## src/rtl/vga_pkg.sv

```systemverilog
// rtl/vga_pkg.sv - shared VGA timing constants, timing bundle type and totals helper
package vga_pkg;

  localparam int unsigned H_SIZE = 10;
  localparam int unsigned V_SIZE = 10;

  typedef struct packed {
    int unsigned display;
    int unsigned front;
    int unsigned sync;
    int unsigned back;
  } vga_timing_t;

  localparam vga_timing_t VGA_640X480_H = '{display: 640, front: 16, sync: 96, back: 48};
  localparam vga_timing_t VGA_640X480_V = '{display: 480, front: 10, sync: 2,  back: 33};

  function automatic int unsigned timing_total(input vga_timing_t t);
    return t.display + t.front + t.sync + t.back;
  endfunction

  localparam int unsigned H_TOTAL = timing_total(VGA_640X480_H);
  localparam int unsigned V_TOTAL = timing_total(VGA_640X480_V);

endpackage

```

## src/rtl/vga_axis_cnt.sv

```systemverilog
// rtl/vga_axis_cnt.sv - one raster axis: wrapping counter with next-state sync/active decode
module vga_axis_cnt
  import vga_pkg::*;
#(
  parameter vga_timing_t TIMING = VGA_640X480_H,
  parameter logic        POL    = 1'b0,
  parameter int unsigned WIDTH  = 10
) (
  input  logic             clk,
  input  logic             reset,
  input  logic             enable,
  output logic [WIDTH-1:0] count,
  output logic [WIDTH-1:0] count_next,
  output logic             sync,
  output logic             active,
  output logic             wrap
);

  localparam int unsigned      TOTAL       = timing_total(TIMING);
  localparam logic [WIDTH-1:0] LAST        = WIDTH'(TOTAL - 1);
  localparam logic [WIDTH-1:0] ACTIVE_LAST = WIDTH'(TIMING.display - 1);
  localparam logic [WIDTH-1:0] SYNC_FIRST  = WIDTH'(TIMING.display + TIMING.front);
  localparam logic [WIDTH-1:0] SYNC_LAST   = WIDTH'(TIMING.display + TIMING.front + TIMING.sync - 1);

  logic [WIDTH-1:0] count_q;
  logic [WIDTH-1:0] count_d;

  // Next count; wrap is suppressed under reset so it only marks a genuine rollover
  always_comb begin
    wrap    = enable && !reset && (count_q == LAST);
    count_d = count_q;
    if (reset) begin
      count_d = '0;
    end else if (wrap) begin
      count_d = '0;
    end else if (enable) begin
      count_d = count_q + 1'b1;
    end
  end

  // Decode sync/active from the next count so the parent's registers line up with count
  always_comb begin
    sync   = ((count_d >= SYNC_FIRST) && (count_d <= SYNC_LAST)) ? POL : ~POL;
    active = (count_d <= ACTIVE_LAST);
  end

  // Counter register
  always_ff @(posedge clk) begin
    count_q <= count_d;
  end

  assign count      = count_q;
  assign count_next = count_d;

endmodule

```

## src/rtl/vga_sync_gen.sv

```systemverilog
// rtl/vga_sync_gen.sv - VGA raster timing generator; VGA_VBLANK_IRQ_EN adds the vblank_irq/vblank_ack flag
module vga_sync_gen
  import vga_pkg::*;
#(
  parameter int unsigned H_DISPLAY = VGA_640X480_H.display,
  parameter int unsigned H_FRONT   = VGA_640X480_H.front,
  parameter int unsigned H_SYNC    = VGA_640X480_H.sync,
  parameter int unsigned H_BACK    = VGA_640X480_H.back,
  parameter int unsigned V_DISPLAY = VGA_640X480_V.display,
  parameter int unsigned V_FRONT   = VGA_640X480_V.front,
  parameter int unsigned V_SYNC    = VGA_640X480_V.sync,
  parameter int unsigned V_BACK    = VGA_640X480_V.back,
  parameter logic        HSYNC_POL = 1'b0,
  parameter logic        VSYNC_POL = 1'b0
) (
  input  logic              pixel_clk,
  input  logic              reset,
`ifdef VGA_VBLANK_IRQ_EN
  input  logic              vblank_ack,
  output logic              vblank_irq,
`endif
  output logic [H_SIZE-1:0] x_addr,
  output logic [V_SIZE-1:0] y_addr,
  output logic              vga_hsync,
  output logic              vga_vsync,
  output logic              video_on,
  output logic              frame_start
);

  localparam vga_timing_t H_TIMING = '{display: H_DISPLAY, front: H_FRONT, sync: H_SYNC, back: H_BACK};
  localparam vga_timing_t V_TIMING = '{display: V_DISPLAY, front: V_FRONT, sync: V_SYNC, back: V_BACK};
  localparam int unsigned H_TOT    = timing_total(H_TIMING);
  localparam int unsigned V_TOT    = timing_total(V_TIMING);

  if (H_TOT > (32'd1 << H_SIZE)) begin : g_h_range_check
    $error("vga_sync_gen: horizontal total does not fit in x_addr");
  end
  if (V_TOT > (32'd1 << V_SIZE)) begin : g_v_range_check
    $error("vga_sync_gen: vertical total does not fit in y_addr");
  end

  logic [H_SIZE-1:0] h_count_next;
  logic [V_SIZE-1:0] v_count_next;
  logic              h_sync, v_sync, h_active, v_active, h_wrap, v_wrap;

  vga_axis_cnt #(.TIMING(H_TIMING), .POL(HSYNC_POL), .WIDTH(H_SIZE)) u_h_axis (
    .clk        (pixel_clk),
    .reset      (reset),
    .enable     (1'b1),
    .count      (x_addr),
    .count_next (h_count_next),
    .sync       (h_sync),
    .active     (h_active),
    .wrap       (h_wrap)
  );

  vga_axis_cnt #(.TIMING(V_TIMING), .POL(VSYNC_POL), .WIDTH(V_SIZE)) u_v_axis (
    .clk        (pixel_clk),
    .reset      (reset),
    .enable     (h_wrap),
    .count      (y_addr),
    .count_next (v_count_next),
    .sync       (v_sync),
    .active     (v_active),
    .wrap       (v_wrap)
  );

  logic hsync_q, hsync_d;
  logic vsync_q, vsync_d;
  logic video_on_q, video_on_d;
  logic frame_start_q, frame_start_d;

  // Output decode from next-state counters; reset forces the idle levels
  always_comb begin
    hsync_d       = h_sync;
    vsync_d       = v_sync;
    video_on_d    = h_active && v_active;
    // Origin reached by a real rollover, not by the reset-forced zero
    frame_start_d = v_wrap && (h_count_next == '0) && (v_count_next == '0);
    if (reset) begin
      hsync_d       = ~HSYNC_POL;
      vsync_d       = ~VSYNC_POL;
      video_on_d    = 1'b0;
      frame_start_d = 1'b0;
    end
  end

  // Output registers, aligned with x_addr/y_addr
  always_ff @(posedge pixel_clk) begin
    hsync_q       <= hsync_d;
    vsync_q       <= vsync_d;
    video_on_q    <= video_on_d;
    frame_start_q <= frame_start_d;
  end

  assign vga_hsync   = hsync_q;
  assign vga_vsync   = vsync_q;
  assign video_on    = video_on_q;
  assign frame_start = frame_start_q;

`ifdef VGA_VBLANK_IRQ_EN
  logic vblank_irq_q, vblank_irq_d;

  // Sticky flag: set at the first blanking line's x=0, cleared by ack; set beats ack
  always_comb begin
    vblank_irq_d = vblank_irq_q;
    if (vblank_ack) begin
      vblank_irq_d = 1'b0;
    end
    if ((h_count_next == '0) && (v_count_next == V_SIZE'(V_DISPLAY))) begin
      vblank_irq_d = 1'b1;
    end
    if (reset) begin
      vblank_irq_d = 1'b0;
    end
  end

  // Flag register
  always_ff @(posedge pixel_clk) begin
    vblank_irq_q <= vblank_irq_d;
  end

  assign vblank_irq = vblank_irq_q;
`endif

endmodule

```

## config.mk

```make
export PLATFORM = sky130hd
export DESIGN_NAME = vga_sync_gen
export DESIGN_NICKNAME = d
export VERILOG_FILES = /design/src/rtl/vga_pkg.sv /design/src/rtl/vga_axis_cnt.sv /design/src/rtl/vga_sync_gen.sv
export SDC_FILE = /design/constraint.sdc
export NUM_CORES = 1
export LEC_CHECK = 0
export ABC_CLOCK_PERIOD_IN_PS = 6500
export BUFFER_PORTS_ARGS = -buffer_cell sky130_fd_sc_hd__buf_2
export CORE_UTILIZATION = 45
export DETAILED_ROUTE_END_ITERATION = 16
export PLACE_DENSITY = 0.69
export SLEW_MARGIN = 20
export SYNTH_ARGS = -nofsm -noshare
export SYNTH_HDL_FRONTEND = slang
export SYNTH_SLANG_ARGS = --single-unit
```

## constraint.sdc

```tcl
create_clock -name pixel_clk -period 6.5 [get_ports pixel_clk]
set_input_delay 0.975 -clock pixel_clk [delete_from_list [all_inputs] [get_ports pixel_clk]]
set_output_delay 0.975 -clock pixel_clk [all_outputs]
set_load 0.01 [all_outputs]
```

==> metrics.md, run 1 <==
| Metric | Value |
|---|---|
| Mapped Area | about 1300 µm² |
| Reg2Reg Capture Point | vga_vsync |
| Row count | 19 |
| Min Clock Period, post-route | about 2.6 ns |
| Worst setup EP type | flip-flop |
| I/O Buffers | 25 |
| DRC | 2 |
| Via density | roughly 5.8 |
| Number of max-cap violations | 0 |
| Primary FF master, synth | dfxtp_1 |
| Setup_tns | 0 ns |
| Final WL | 2880 µm |
| Depth of the most critical reg-to-reg path | 6 |
| Drt wl/cell | roughly 14 µm |
| Distinct cells, synth | just under 50 |
| Die Span X | between 50 and 60 µm |
| Hold Crit Class | reg2reg |
| CTS clk-pin slew, worst paths | approximately 0.13 ns |
| Worst r2r src | u_h_axis.count[0] |
| Skew final | slightly below 0.004 ns |
| Footprint of the multi-input gates | 801 µm² |
| Max FO, Critical Path | 20 |
| Fin crit share | 0.394 |
| Gr ovfl total | 0 |
| Root Buffer | clkbuf_4 |
| Most common cell after layout, fill and taps aside | buf_2 |
| Synthesis Warnings | 0 |
| Violated checks | DRC |
| Non-Filler Instances | 200 |
| Commonest cells after routing, fill and taps aside | 25 x buf_2, 24 x dfxtp_1, 12 x nor2_1 |
| Worst-Margin Slew | ~0.62 ns |
| Cts repair resizes | 0 |
| Clock Path Buffers | 2 |
| R2r setup slk | a little over 4 ns |
| Asr flop ratio synth | 0 |
| Vias | between 1000 and 1500 |
| Routability cong. | around 0.87 |
| Pwr dens | ~160 nW/µm² |
| EDFF count, synth | 0 |
| Layout cells sized above 1 | 0.231 |
| I/O Pins | 26 |
| Final Hold Viols | 0 |
| Iter 0 DRT Violations | between 50 and 60 |
| Final HPWL DP | ~2100 µm |
| Max transition margin | 0.582 |
| Post-Syn Instances | around 150 |
| Mean Syn Cell Area | ~9 µm² |
| RSZ-0062 raised after global routing | no |
| Setup crit end | vga_vsync |
| Pre-antenna DRT Iters | 10 |
| Worst path required time | 6.71 ns |
| Status | finished with violations |
| # H-tree levels | 1 |
| Clk Latency, worst-skew pair | around 0.32 ns |
| Synthesized Nets | between 150 and 200 |
| Starting Density | 0.480 |
| Leakage | ~0.64 nW |
| Critical Path Start | reset |
| Clk sinks | 24 |
| Core area | 2810 µm² |
| CP arrival | around 2.8 ns |
| Largest net degree at the start of global routing | 21 |
| Clock buffer count from CTS | 3 |
| Setup bufs post-CTS | 0 |
| Area Growth Syn to Fin | 11.2% |
| FF+latch count, synth | 24 |
| Register Area | 480 µm² |
| Die Area | roughly 3200 µm² |
| Number of global-route vias before repair | 1051 |
| Worst vdd ir | around 0.069 mV |
| Dpl cells | between 150 and 200 |
| Worst setup SP type | primary input |
| Die Ht | about 57 µm |
| Initial antenna violation count | 0 |
| Final Max Slew Viols | 0 |
| Final setup viols | 0 |
| WS Path Type | in2reg |
| Antenna diodes | 0 |
| Cts hold-fix bufs | 0 |
| Peak Freq | roughly 390 MHz |
| TritonCTS clock tree | yes |
| First-pass GRT wire length | a little under 5000 µm |
| Nets | around 180 |
| Sequential fraction of the synthesis area | 0.357 |
| GRT Total Usage | 0.191 |
| Antenna Nets Post-Route | 0 |
| Fill count | 276 |
-- report_power, final --
part           leakage, nW  internal [mW]  switching [mW]  total [mW]
sequential           0.194          0.149         0.00242       0.151
clock               0.0210         0.0343          0.0471      0.0814
combinational        0.420        0.00368         0.00533     0.00902
-- metal layers --
layer | global-route usage | share of wire | vias to the layer above | wire (µm)
met3 | 0.0300 | 0.051 | 5 | 146
li1 | - | - | 579 | -
met4 | 0.0750 | 0.014 | 0 | 39
met1 | 0.267 | 0.48 | 531 | 1380
met5 | 0 | 0 | - | 0
met2 | 0.294 | 0.46 | 40 | 1320
-- stage by stage --
stage,power [mW],hold slack [ns],utilization,setup WS [ns],instance area [µm²]
after floorplan,0.161,0.556,-,3.97,1350
after detailed placement,0.164,0.539,0.521,3.60,1460
after global routing,0.250,0.606,0.533,3.83,1500
final,0.242,0.556,0.533,3.94,1500
after global placement,0.163,0.525,0.521,3.70,1460
after CTS,0.243,0.561,0.533,3.95,1500
-- synthesized netlist by cell type (3+ instances only) --
master / n / area share
nor4_1: 3 / 0.014
nor2_1: 12 / 0.033
and3_1: 3 / 0.014
a21oi_1: 5 / 0.019
nand2_1: 9 / 0.025
or3_1: 3 / 0.014
nand4_1: 5 / 0.023
dfxtp_1: 24 / 0.36
mux2i_1: 3 / 0.022
nor3b_1: 3 / 0.017
nand3_1: 6 / 0.022
xor2_1: 7 / 0.046
xnor2_1: 7 / 0.046
inv_1: 4 / 0.011
o21ai_0: 4 / 0.015
nor3_1: 8 / 0.030
ha_1: 3 / 0.028
-- state kept, by name, summed over array words and instances (netlist names) --
name            flops
video_on            1
u_h_axis.count     10
vga_hsync           1
vga_vsync           1
frame_start         1
u_v_axis.count     10
-- worst max-delay path, stage by stage --
cell and delay, ns:
buf_2 0.30, and3b_1 0.24, and4bb_1 0.20, xnor2_1 0.18, or4b_1 0.45, or4_1 0.41
-- worst min-delay path by stage --
stage | slack [ns] | end | cells past startpoint | from
after global routing | 0.61 | u_h_axis.count[0] | 1 | u_h_axis.count[0]
after CTS | 0.56 | u_h_axis.count[0] | 1 | u_h_axis.count[0]
final | 0.56 | u_h_axis.count[0] | 1 | u_h_axis.count[0]
after detailed placement | 0.54 | u_h_axis.count[0] | 1 | u_h_axis.count[0]
after global placement | 0.52 | u_h_axis.count[0] | 1 | u_h_axis.count[0]
after floorplan | 0.56 | u_h_axis.count[0] | 1 | u_h_axis.count[0]
-- kinds of logic (layout without fill, tap and decap cells) --
logic type | after synthesis | after routing | share of synthesized area
multiplexers | 4 | 4 | 0.0307
AO/OA/AOI/OAI | 17 | 17 | 0.0753
flip-flops | 24 | 24 | 0.357
XOR/XNOR | 14 | 14 | 0.0911
adder cells (fa/ha/maj) | 3 | 3 | 0.0279
buffers and inverters | 11 | 33 | 0.0483
AND/OR/NAND/NOR | 74 | 74 | 0.370
-- layout make-up --
class / count / share of cell area
inverters: 4 / 0.0100
repair buffers: 25 / 0.0836
flip-flops and latches: 24 / 0.321
multi-input cells: 112 / 0.535
clock buffers: 4 / 0.0242
well taps: 31 / 0.0259
Power figures use the tool's default switching activity.
==> run 2: changes to the inputs <==
--- a/config.mk
+++ b/config.mk
@@ -5,11 +5,12 @@
 export SDC_FILE = /design/constraint.sdc
 export NUM_CORES = 1
 export LEC_CHECK = 0
-export ABC_CLOCK_PERIOD_IN_PS = 6500
+export ABC_AREA = 1
+export ABC_CLOCK_PERIOD_IN_PS = 2400
 export BUFFER_PORTS_ARGS = -buffer_cell sky130_fd_sc_hd__buf_2
 export CORE_UTILIZATION = 45
 export DETAILED_ROUTE_END_ITERATION = 16
-export PLACE_DENSITY = 0.69
+export PLACE_DENSITY = 0.68
 export SLEW_MARGIN = 20
 export SYNTH_ARGS = -nofsm -noshare
 export SYNTH_HDL_FRONTEND = slang
==> constraint.sdc (replaced) <==
create_clock -name pixel_clk -period 2.4 [get_ports pixel_clk]
set_input_delay 0.36 -clock pixel_clk [delete_from_list [all_inputs] [get_ports pixel_clk]]
set_output_delay 0.36 -clock pixel_clk [all_outputs]
set_load 0.01 [all_outputs]
==> metrics.md, run 2 <==
| Metric | Value |
|---|---|
| Cts repair resizes | 0 (unchanged) |
| Via density | 4.90 (-15%) |
| Setup bufs post-CTS | 0 (unchanged) |
| Skew final | 0.0153 ns (+0.0115 ns) |
| Drt wl/cell | 11.8 µm (-18%) |
| Worst path required time | 2.63 ns (-4.08 ns) |
| Die Area | 3570 µm² (+11%) |
| CP arrival | 2.00 ns (-0.77 ns) |
| Worst setup SP type | flip-flop |
| Buffers and inverters on the worst path | 0 (-1) |
| Primary FF master, synth | dfxtp_1 |
| Worst-Margin Slew | 0.328 ns (-0.296 ns) |
| Initial antenna violation count | 0 (unchanged) |
| Antenna diodes | 0 (unchanged) |
| Mean Syn Cell Area | 6.82 µm² (-25%) |
| Largest net degree at the start of global routing | 15 (-29%) |
| Distinct cells, synth | 24 (-51%) |
| Nets | 253 (+45%) |
| Antenna Nets Post-Route | 0 (unchanged) |
| Critical Path Most Common Cell | nand2_1 |
| TritonCTS clock tree | yes |
| Die Ht | 59.8 µm (+5.4%) |
| Root Buffer | clkbuf_4 |
| Critical Path Start | u_h_axis.count[0] |
| Final WL | 3430 µm (+19%) |
| Gr ovfl total | 0 (unchanged) |
| Top cell type's share of synthesized area | 0.320 (-0.0369) |
| CTS clk-pin slew, worst paths | 0.15 ns (+0.02 ns) |
| Number of global-route vias before repair | 1267 (+21%) |
| Synthesis Warnings | 0 (unchanged) |
| Starting Density | 0.484 (+0.00394) |
| Fin crit share | 0.739 |
| Min Clock Period, post-route | between 1.5 and 2 ns |
| Final Max Slew Viols | 0 (unchanged) |
| Top-count cell post-synth | nand2_1 |
| CP Depth | 10 (+4) |
| Fin worst setup slack | 0.627 ns (-3.31 ns) |
| Largest area contributor in the netlist | dfxtp_1 |
| Area Growth Syn to Fin | 13.8% |
| Clk Latency, worst-skew pair | 0.33 ns (about the same) |
| Hold Path Origin | reset |
| Crit-path slowest cell | dfxtp_1 |
| Synthesized Nets | 225 (+48%) |
| RSZ-0062 raised after global routing | no |
| Cts hold-fix bufs | 0 (unchanged) |
| Layout cells sized above 1 | 0.219 (-0.0121) |
| Row count | 20 (+1) |
| Die Span X | 59.8 µm (+5.4%) |
| Number of max-cap violations | 0 (unchanged) |
| Max FO, Critical Path | 6 (-70%) |
| CP delay by family, top | simple AND/OR/NAND/NOR gates |
| Worst vdd ir | 0.190 mV (+170%) |
| Pwr dens | 388 nW/µm² (+140%) |
| WS Path Type | reg2reg |
| Iter 0 DRT Violations | 87 (+55%) |
| Clock Path Buffers | 2 (unchanged) |
| Mapped Area | 1500 µm² (+12%) |
| Post-Syn Instances | 220 (+50%) |
| # H-tree levels | 1 (unchanged) |
| Setup_tns | 0 ns (unchanged) |
| Hold depth | 2 (+1) |
| I/O Buffers | 25 (unchanged) |
| FF+latch count, synth | 24 (unchanged) |
| Clk sinks | 24 (unchanged) |
| Core area | 3100 µm² (+11%) |
| Status | completed |
| Commonest cells after routing, fill and taps aside | 60 x nand2_1, 31 x nor2_1, 29 x inv_1 |
| Routability cong. | 0.842 (-3.7%) |
| Depth of the most critical reg-to-reg path | 10 (+4) |
| Pre-antenna DRT Iters | 4 (-6) |
| Asr flop ratio synth | 0 (unchanged) |
| GRT Total Usage | 0.218 (+0.0267) |
| Post-layout util | 0.550 (+0.0170) |
| Sequential fraction of the synthesis area | 0.320 (-0.0369) |
| DRC | 0 (-2) |
| Worst-path cell chain | ha_1, nand2_4, nor2_8, nand3_4, nor2_4, nand2_1, nand2_1, nand3_1, nor2_1, nand2_1 |
| I/O Pins | 26 (unchanged) |
| Top area cells in the synthesized netlist | dfxtp_1 32%, nand2_1 15%, nor2_1 7.8% |
| Worst setup EP type | flip-flop |
| Worst path max stage delay | 0.44 ns (about the same) |
| Leakage | 0.867 nW (+36%) |
| Pre-CTS setup slack | 0.679 ns (-2.93 ns) |
| R2r setup slk | 0.63 ns (-3.46 ns) |
| First-pass GRT wire length | 5800 µm (+19%) |
| Worst r2r src | u_h_axis.count[0] |
| Hold Crit Class | in2reg |
| Final Hold Viols | 0 (unchanged) |
| Max transition margin | 0.781 (+0.199) |
| Clock buffer count from CTS | 3 (unchanged) |
| Final HPWL DP | 2680 µm (+27%) |
| Peak Freq | around 560 MHz |
| Most common cell after layout, fill and taps aside | nand2_1 |
| Commonest cells post-synth | 60 x nand2_1, 31 x nor2_1, 29 x inv_1 |
| EDFF count, synth | 0 (unchanged) |
| Vias | 1426 (+23%) |
| Final setup viols | 0 (unchanged) |
==> run 2: where the power goes <==
group / leakage (nW) / internal [mW] / switching, mW / total, mW
combinational: 0.651 / 0.0102 / 0.0216 / 0.0318
clock: 0.0210 / 0.0929 / 0.130 / 0.223
sequential: 0.194 / 0.404 / 0.00531 / 0.409
total: 0.867 / 0.507 / 0.157 / 0.663
==> run 2: worst paths after layout <==
| check | to |
|---|---|
| hold reg to reg | u_v_axis.count[3] |
| hold / removal | u_h_axis.count[6] |
| setup / recovery | vga_vsync |
| setup reg to reg | vga_vsync |
==> run 2: logic make-up after synthesis <==
logic type / share of synthesized area
adders and majority gates: 0.0250
buffers and inverters: 0.0917
xor gates and xnor gates: 0.0350
and+or+nand+nor: 0.497
DFF: 0.320
AOI/OAI and AO/OA: 0.0317
==> run 2: worst register-to-register path: stages (launching register included) <==
cell     delay, ns
dfxtp_1       0.44
ha_1          0.24
nand2_4       0.11
nor2_8        0.15
nand3_4       0.09
nor2_4        0.16
nand2_1       0.09
nand2_1       0.12
nand3_1       0.10
nor2_1        0.11
nand2_1       0.05
==> run 2: layout make-up <==
class | instances | area, µm²
Fill cell | 332 | 1400
Inverter | 34 | 128
Timing Repair Buffer | 25 | 125
Clock buffer | 4 | 36.3
Multi-Input combinational cell | 160 | 883
Sequential cell | 24 | 480
Tap cell | 44 | 55.1
==> run 2: layer usage <==
layer,GRT usage,up-vias,part of all wire
met3,0.0260,4,0.050
li1,-,746,-
met4,0.0698,0,0.0087
met5,0,-,0
met1,0.314,640,0.52
met2,0.337,36,0.42
==> run 2: through the flow <==
step / power (mW) / std cells / cell area (µm²) / hold slack, ns
global route: 0.693 / 291 / 1710 / 0.340
CTS: 0.671 / 291 / 1710 / 0.346
floorplan: 0.440 / 220 / 1500 / 0.553
detailed placement: 0.450 / 287 / 1670 / 0.552
global placement: 0.450 / 287 / 1670 / 0.538
finish: 0.663 / 291 / 1710 / 0.355
